--- config.mk ---
export PLATFORM = sky130hd
export DESIGN_NAME = arbitro_unidad_aritmetica
export DESIGN_NICKNAME = d
export VERILOG_FILES = /design/src/rtl/arbitro_unidad_aritmetica.sv
export SDC_FILE = /design/constraint.sdc
export NUM_CORES = 1
export LEC_CHECK = 0
export ABC_AREA = 1
export CORE_ASPECT_RATIO = 0.8
export CORE_MARGIN = 2
export CORE_UTILIZATION = 30
export CTS_BUF_LIST = sky130_fd_sc_hd__clkbuf_4 sky130_fd_sc_hd__clkbuf_8 sky130_fd_sc_hd__clkbuf_16
export DETAILED_ROUTE_END_ITERATION = 16
export GPL_ROUTABILITY_DRIVEN = 1
export GPL_TIMING_DRIVEN = 0
export SLEW_MARGIN = 20
export SYNTH_ARGS = -nofsm -noshare
export SYNTH_HDL_FRONTEND = slang
export SYNTH_SLANG_ARGS = --single-unit
--- constraint.sdc ---
create_clock -name clk -period 2.4 [get_ports clk]
set_input_delay 0.48 -clock clk [delete_from_list [all_inputs] [get_ports clk]]
set_output_delay 0.48 -clock clk [all_outputs]
set_load 0.01 [all_outputs]
--- src/rtl/arbitro_unidad_aritmetica.sv ---
// Round-robin arbiter time-sharing one arithmetic datapath between NCH filter-channel
// controllers, with a registered one-hot grant, a dead settle cycle and a hold watchdog.
module arbitro_unidad_aritmetica #(
  parameter int NCH      = 3,
  parameter int SELW     = 2,
  parameter int MAX_HOLD = 16,
  parameter int CW       = 5
) (
  input  logic            clk,
  input  logic            reset,
  input  logic [NCH-1:0]  req,
  input  logic [NCH-1:0]  rel,
  output logic [NCH-1:0]  gnt,
  output logic [SELW-1:0] sel,
  output logic            busy,
  output logic            err_timeout,
  output logic [SELW-1:0] err_ch,
  output logic [1:0]      dbg_state
);

  // Handshake: a channel raises req (level) and holds it until done; once gnt[ch] is seen
  // it owns the datapath and ends with a one-cycle rel[ch] on its last step (dropping req
  // also ends it); the watchdog revokes the grant after MAX_HOLD cycles.
  typedef enum logic [1:0] {
    IDLE  = 2'd0,
    GRANT = 2'd1,
    GAP   = 2'd2
  } state_t;

  state_t          state_q, state_d;
  logic [NCH-1:0]  gnt_q, gnt_d;
  logic [SELW-1:0] sel_q, sel_d;
  logic [SELW-1:0] rr_last_q, rr_last_d;
  logic [CW-1:0]   hold_cnt_q, hold_cnt_d;
  logic            err_timeout_q, err_timeout_d;
  logic [SELW-1:0] err_ch_q, err_ch_d;

  logic            found;
  logic [SELW-1:0] win;
  logic            req_win;
  logic            rel_win;

  // Search starts just past the last winner so a re-requesting owner yields to others.
  always_comb begin
    found = 1'b0;
    win   = rr_last_q;
    for (int i = 1; i <= NCH; i++) begin
      int k;
      k = (int'(rr_last_q) + i) % NCH;
      if (!found && req[k]) begin
        found = 1'b1;
        win   = SELW'(k);
      end
    end
  end

  always_comb begin
    req_win = 1'b0;
    rel_win = 1'b0;
    for (int i = 0; i < NCH; i++) begin
      if (sel_q == SELW'(i)) begin
        req_win = req[i];
        rel_win = rel[i];
      end
    end
  end

  always_comb begin
    state_d       = state_q;
    gnt_d         = gnt_q;
    sel_d         = sel_q;
    rr_last_d     = rr_last_q;
    hold_cnt_d    = hold_cnt_q;
    err_timeout_d = 1'b0;
    err_ch_d      = err_ch_q;
    case (state_q)
      IDLE: begin
        if (found) begin
          state_d    = GRANT;
          sel_d      = win;
          rr_last_d  = win;
          hold_cnt_d = '0;
          for (int i = 0; i < NCH; i++) begin
            gnt_d[i] = (win == SELW'(i));
          end
        end
      end
      GRANT: begin
        hold_cnt_d = hold_cnt_q + CW'(1);
        // A release in the watchdog's final cycle is a clean release, not a timeout.
        if (rel_win || !req_win) begin
          state_d = GAP;
          gnt_d   = '0;
          sel_d   = '0;
        end else if (hold_cnt_q == CW'(MAX_HOLD - 1)) begin
          state_d       = GAP;
          gnt_d         = '0;
          sel_d         = '0;
          err_timeout_d = 1'b1;
          err_ch_d      = sel_q;
        end
      end
      GAP: begin
        state_d    = IDLE;
        hold_cnt_d = '0;
      end
      default: begin
        state_d = IDLE;
        gnt_d   = '0;
        sel_d   = '0;
      end
    endcase
  end

  always_ff @(posedge clk or posedge reset) begin
    if (reset) begin
      state_q       <= IDLE;
      gnt_q         <= '0;
      sel_q         <= '0;
      rr_last_q     <= SELW'(NCH - 1);
      hold_cnt_q    <= '0;
      err_timeout_q <= 1'b0;
      err_ch_q      <= '0;
    end else begin
      state_q       <= state_d;
      gnt_q         <= gnt_d;
      sel_q         <= sel_d;
      rr_last_q     <= rr_last_d;
      hold_cnt_q    <= hold_cnt_d;
      err_timeout_q <= err_timeout_d;
      err_ch_q      <= err_ch_d;
    end
  end

  assign gnt         = gnt_q;
  assign sel         = sel_q;
  assign busy        = |gnt_q;
  assign err_timeout = err_timeout_q;
  assign err_ch      = err_ch_q;
  assign dbg_state   = state_q;

endmodule

==> impl_metrics.yaml, run 1 <==
die:
  die-area_mm2: 0.00439
  core-area_mm2: 0.00375
  initial_core_util_pct: 31.0
  num_rows: 20
  ios: 19
  die_w_um: 73.6
  dieHeight_um: 59.7
clock_network:
  cts_max_path_buffers: 2
  cts-root-buf: "clkbuf_8"
  cts_tree: "built"
  cts_setup_buffers: 0
  htreeDepth: 1
  cts.sinks: 17
  cts_hold_buf: 0
  numCtsBuffers: 3
  clk-insertion-delay-late_ps: 250
  clk_pin_slew_ps: 60
  cts_resized: 0
worst_setup_path:
  cp.arrival_ps: 1510
  critical_path_class: "reg2out"
  cp_max_fo: 3
  required_ps: 1920
  crit_path_start_kind: "register"
  crit_path_end_kind: "output pin"
  r2r_slack_ps: 510
power:
  p_leak_nw: 0.735
  ir_drop_mv: 0.543
  p_per_area_mw_per_mm2: 1280
  totalPowerFinal_w: 0.00185
run_status:
  outcome: "complete, no violations"
timing:
  skew_ps: 2.30
  fmax_mhz: 503
  grt_setup_unrepaired: "no"
  drv_slew: 0
  setup_viol: 0
  hold_violations: 0
  holdWs_ps: 501
  fin_setup_tns_ps: 0
  period_share_pct: 82.8
  period_needed_ps: 1990
  slew_headroom_pct: 56.9
  tightest_slew_ps: 646
finish:
  syn2layout_area_growth_pct: 24.4
  final_util_pct: 38.5
  seq_area_um2: 427
  fillCellCount: 407
  diodes: 0
  multiInputGateArea_um2: 648
  nets: 192
  finalInstanceArea_mm2: 0.00145
  final_layout_size_suffix_gt1_share_pct: 14.3
grt:
  grt_pass1_vias: 943
  grt_use_total_pct: 12.2
  grt_max_degree: 18
  grt_antenna_before_repair: 0
  grt_pass1_wl_um: 4110
  grt-ovfl-total: 0
placement:
  postPlaceCellArea_mm2: 0.00140
  hpwl_um: 1870
  place_congestion: 0.798
  io_buffers: 18
yosys:
  ys_ff_latch: 17
  synth-main-ff-cell: "dfrtp_1"
  synth-edff-count: 0
  synth_cells: 153
  synth.largest_area_cell: "dfrtp_1"
  yosysUniqueCellTypes: 24
  synth_most_common_cell: "nand2_1"
  yosys-top-cells-area: "dfrtp_1 34%, nand2_1 16%, ha_1 8.6%, nand3_1 6.9%, inv_1 6.1%"
  syn_area_mm2: 0.00116
  synth_top_area_share_pct: 34.4
  synth_warnings: 0
  synth.avg_cell_area_um2: 7.60
  synth_seq_area_share_pct: 36.7
  syn-num-nets: 169
  async_flop_share_pct: 100
  yosys-top-cells-count: "50 x nand2_1, 19 x inv_1, 16 x dfrtp_1, 16 x nand3_1, 8 x ha_1"
detailed_routing:
  ant_nets: 0
  vias: 999
  wl_um: 2330
  drc_errors: 0
  viasPerCell: 4.56
  drtPass1Iterations: 4
  wire_per_inst_um: 10.6
  drtIter0Drc: 47
job:
  max-cap-violations: 0
hold_path:
  hold_class: "reg2reg"
==> placed cells by master (no fill, tap or decap), drive strengths merged <==
cell type | Yosys | routed
xor2 | 1 | 1
nand3 | 22 | 22
nand2 | 56 | 56
o21ai | 11 | 11
clkbuf | 0 | 4
or2 | 1 | 1
a21oi | 1 | 1
o22ai | 1 | 1
dfrtp | 16 | 16
nand3b | 2 | 2
nand4 | 1 | 1
dfstp | 1 | 1
inv | 21 | 21
nor2 | 8 | 8
clkdlybuf4s50 | 0 | 18
or3 | 1 | 1
ha | 8 | 8
clkinv | 1 | 1
o21a | 1 | 1
==> report_power, final <==
group          internal, W  switching (W)
Sequential        0.000371      0.0000701
Combinational     0.000430       0.000754
Clock             0.000129      0.0000940
Total             0.000930       0.000918
==> logic make-up (layout without fill, tap and decap cells) <==
kind of cell    Yosys count  in the layout  share of synthesized area [%]
buf+inv                  22             44                           7.54
compound gates           14             14                           7.53
fa+ha+maj                 8              8                           8.61
xor+xnor                  1              1                          0.754
simple gates             91             91                           38.9
flops                    17             17                           36.7
==> worst max-delay path: stages (launching register included) <==
cell and delay [ps]:
dfrtp_1 390, or3_1 380, clkdlybuf4s50_1 490
==> worst paths after layout <==
path | startpoint | endpoint | cells after the start
setup / recovery | gnt[2] | busy | 2
hold / removal | err_ch[0] | err_ch[0] | 1
setup reg to reg | rr_last_q[0] | hold_cnt_q[3] | 10
hold reg to reg | err_ch[0] | err_ch[0] | 1
max in group asynchronous | reset | rr_last_q[0] | 2
min in group asynchronous | reset | err_ch[1] | 2
==> state kept, by name (all words and copies together), names as in the netlist <==
signal,count
dbg_state,2
rr_last_q,2
gnt,3
err_ch,2
err_timeout,1
hold_cnt_q,5
sel,2
==> per-layer routing <==
| metal | GRT usage [%] | up-vias | wire [um] |
|---|---|---|---|
| met5 | 0 | - | 0 |
| met2 | 18.4 | 18 | 957 |
| met4 | 1.56 | 0 | 0 |
| met3 | 3.88 | 0 | 134 |
| met1 | 17.6 | 443 | 1240 |
| li1 | - | 538 | - |
==> cell type report <==
cell class / instances / area share, %
repair buffers: 18 / 12.5
well taps: 44 / 3.81
multi-input cells: 114 / 44.8
clock buffers: 4 / 3.37
flip-flops and latches: 17 / 29.5
inverters: 22 / 6.06
==> metrics by stage <==
step                      setup slack, ps  std cells
after floorplan                       689        153
after global placement                322        215
after detailed placement              328        215
after CTS                             411        219
after global routing                  334        219
final                                 413        219
Power figures use the tool's default switching activity.
==> run 2, diff against run 1 <==
==> constraint.sdc (replaced) <==
create_clock -name clk -period 1.8 [get_ports clk]
set_input_delay 0.36 -clock clk [delete_from_list [all_inputs] [get_ports clk]]
set_output_delay 0.36 -clock clk [all_outputs]
set_load 0.01 [all_outputs]
==> impl_metrics.yaml, run 2 (synthesis results as in run 1) <==
die:
  initial_core_util_pct: 31.0
  die_w_um: 73.6
  core-area_mm2: 0.00375
  die-area_mm2: 0.00439
  ios: 19
  num_rows: 20
  dieHeight_um: 59.7
job:
  max-cap-violations: 0
finish:
  syn2layout_area_growth_pct: 31.8
  final_cell_mix: "45 x nand2_1, 17 x clkdlybuf4s50_1, 16 x inv_1"
  final_layout_size_suffix_gt1_share_pct: 23.9
  largest_register_ffs: 5
  diodes: 0
  final_util_pct: 40.8
  nets: 193
  regMostFlops: "hold_cnt_q"
  layout_commonest_cell: "nand2_1"
timing:
  period_needed_ps: 1770
  setup_viol: 0
  hold_violations: 0
  tightest_slew_ps: 649
  period_share_pct: 98.3
  grt_setup_unrepaired: "yes"
  drv_slew: 0
  layout_setup_ws_ps: 30.4
  skew_ps: 0.846
  fmax_mhz: 565
  slew_headroom_pct: 56.7
grt:
  grt_busiest_layer: "met2"
  grt_max_degree: 18
  grt_use_total_pct: 12.2
  grt_pass1_wl_um: 4110
  grt_pass1_vias: 949
  grt-ovfl-total: 0
  use_met3_pct: 3.88
  grt_antenna_before_repair: 0
  met2_usage_pct: 18.5
  grt.met1_usage_pct: 17.5
placement:
  place_ws_ps: -152
  io_buffers: 18
  hpwl_um: 1870
  place_congestion: 0.798
run_status:
  outcome: "complete, no violations"
clock_network:
  clk-insertion-delay-late_ps: 250
  htreeDepth: 1
  cts_hold_buf: 0
  numCtsBuffers: 3
  cts-root-buf: "clkbuf_8"
  cts_tree: "built"
  cts.sinks: 17
  clk_pin_slew_ps: 60
  cts_max_path_buffers: 2
detailed_routing:
  wire_per_inst_um: 11.0
  drtPass1Iterations: 4
  vias: 1011
  wl_um: 2410
  viasPerCell: 4.60
  ant_nets: 0
  drtIter0Drc: 38
  drc_errors: 0
worst_setup_path:
  cp_max_fo: 7
  cp_cell_sequence: "ha_4 > inv_4 > nand3_1 > nand2_2 > nand3_2 > nand2_4 > nand2_8 > nand3b_1 > o21ai_1"
  critical_path_class: "reg2reg"
  required_ps: 1930
  max_stage_delay_ps: 620
  crit_path_end_kind: "register"
  slowest_stage: "dfstp_2"
  cp.arrival_ps: 1900
  crit_path_start_kind: "register"
power:
  p_per_area_mw_per_mm2: 1770
  ir_drop_mv: 0.761
  p_leak_nw: 0.746
hold_path:
  hold_class: "in2async"
==> run 2: cell count changes in the layout (fill, tap and decap cells not counted), moves of 2 or more <==
cell     delta
nand3_1     -2
inv_2       +2
inv_1       -3
nand3_2     +2
nand2_2     +5
ha_1        -3
ha_4        +3
nand2_1     -5
==> run 2: power by group <==
group | total (W) | leakage [nW] | switching, W | internal [W]
clock | 0.000295 | 0.0262 | 0.000123 | 0.000172
sequential | 0.000607 | 0.224 | 0.000110 | 0.000497
combinational | 0.00181 | 0.495 | 0.00112 | 0.000684
==> run 2: routing by layer <==
layer / share of wire (%) / wire length, um / vias to the layer above
li1: - / - / 538
met1: 51 / 1240 / 458
met2: 44 / 1060 / 15
met3: 4.7 / 113 / 0
met4: 0 / 0 / 0
met5: 0 / 0 / -
==> run 2: path summary, 6_finish.rpt <==
check	from	to	slack [ps]	cells after the start
max	rr_last_q[1]	hold_cnt_q[3]	30	9
max in group asynchronous	reset	rr_last_q[0]	840	2
min in group clk	err_ch[1]	err_ch[1]	500	2
min reg2reg	err_ch[1]	err_ch[1]	500	2
max reg2reg	rr_last_q[1]	hold_cnt_q[3]	30	9
min	reset	err_ch[1]	500	2
==> run 2: layout make-up <==
type	instances	area [um^2]
flip-flops and latches	17	428
clock buffers	4	48.8
repair buffers	19	186
fillers	398	2220
multi-input cells	114	723
inverters	22	90.1
well taps	44	55.1
==> run 2: through the flow <==
stage | cells | TNS, ps | cell area, um^2 | total power [W] | hold slack (ps)
finish | 220 | 0 | 1530 | 0.00271 | 501
global route | 220 | -670 | 1530 | 0.00298 | 522
CTS | 220 | 0 | 1480 | 0.00255 | 503
detailed placement | 215 | -1640 | 1400 | 0.00217 | 489
global placement | 215 | -1640 | 1400 | 0.00218 | 477
floorplan | 153 | 0 | 1160 | 0.00178 | 285
==> run 2: what timing repair did <==
item / in CTS / in global routing
setup buffers: 1 / 0
endpoints found under the setup margin: 12 / 14
pin swaps: 0 / 2
hold endpoints to repair: 0 / 0
gates resized for setup: 8 / 15
gates cloned: 0 / 0
==> run 2: critical path, delay by kind of cell, from the launching register on <==
kind	cells	cell delay, ps
AND/OR/NAND/NOR	6	620
flip-flops	1	620
AO/OA/AOI/OAI	1	70
adder cells (fa/ha/maj)	1	250
buffers and inverters	1	80
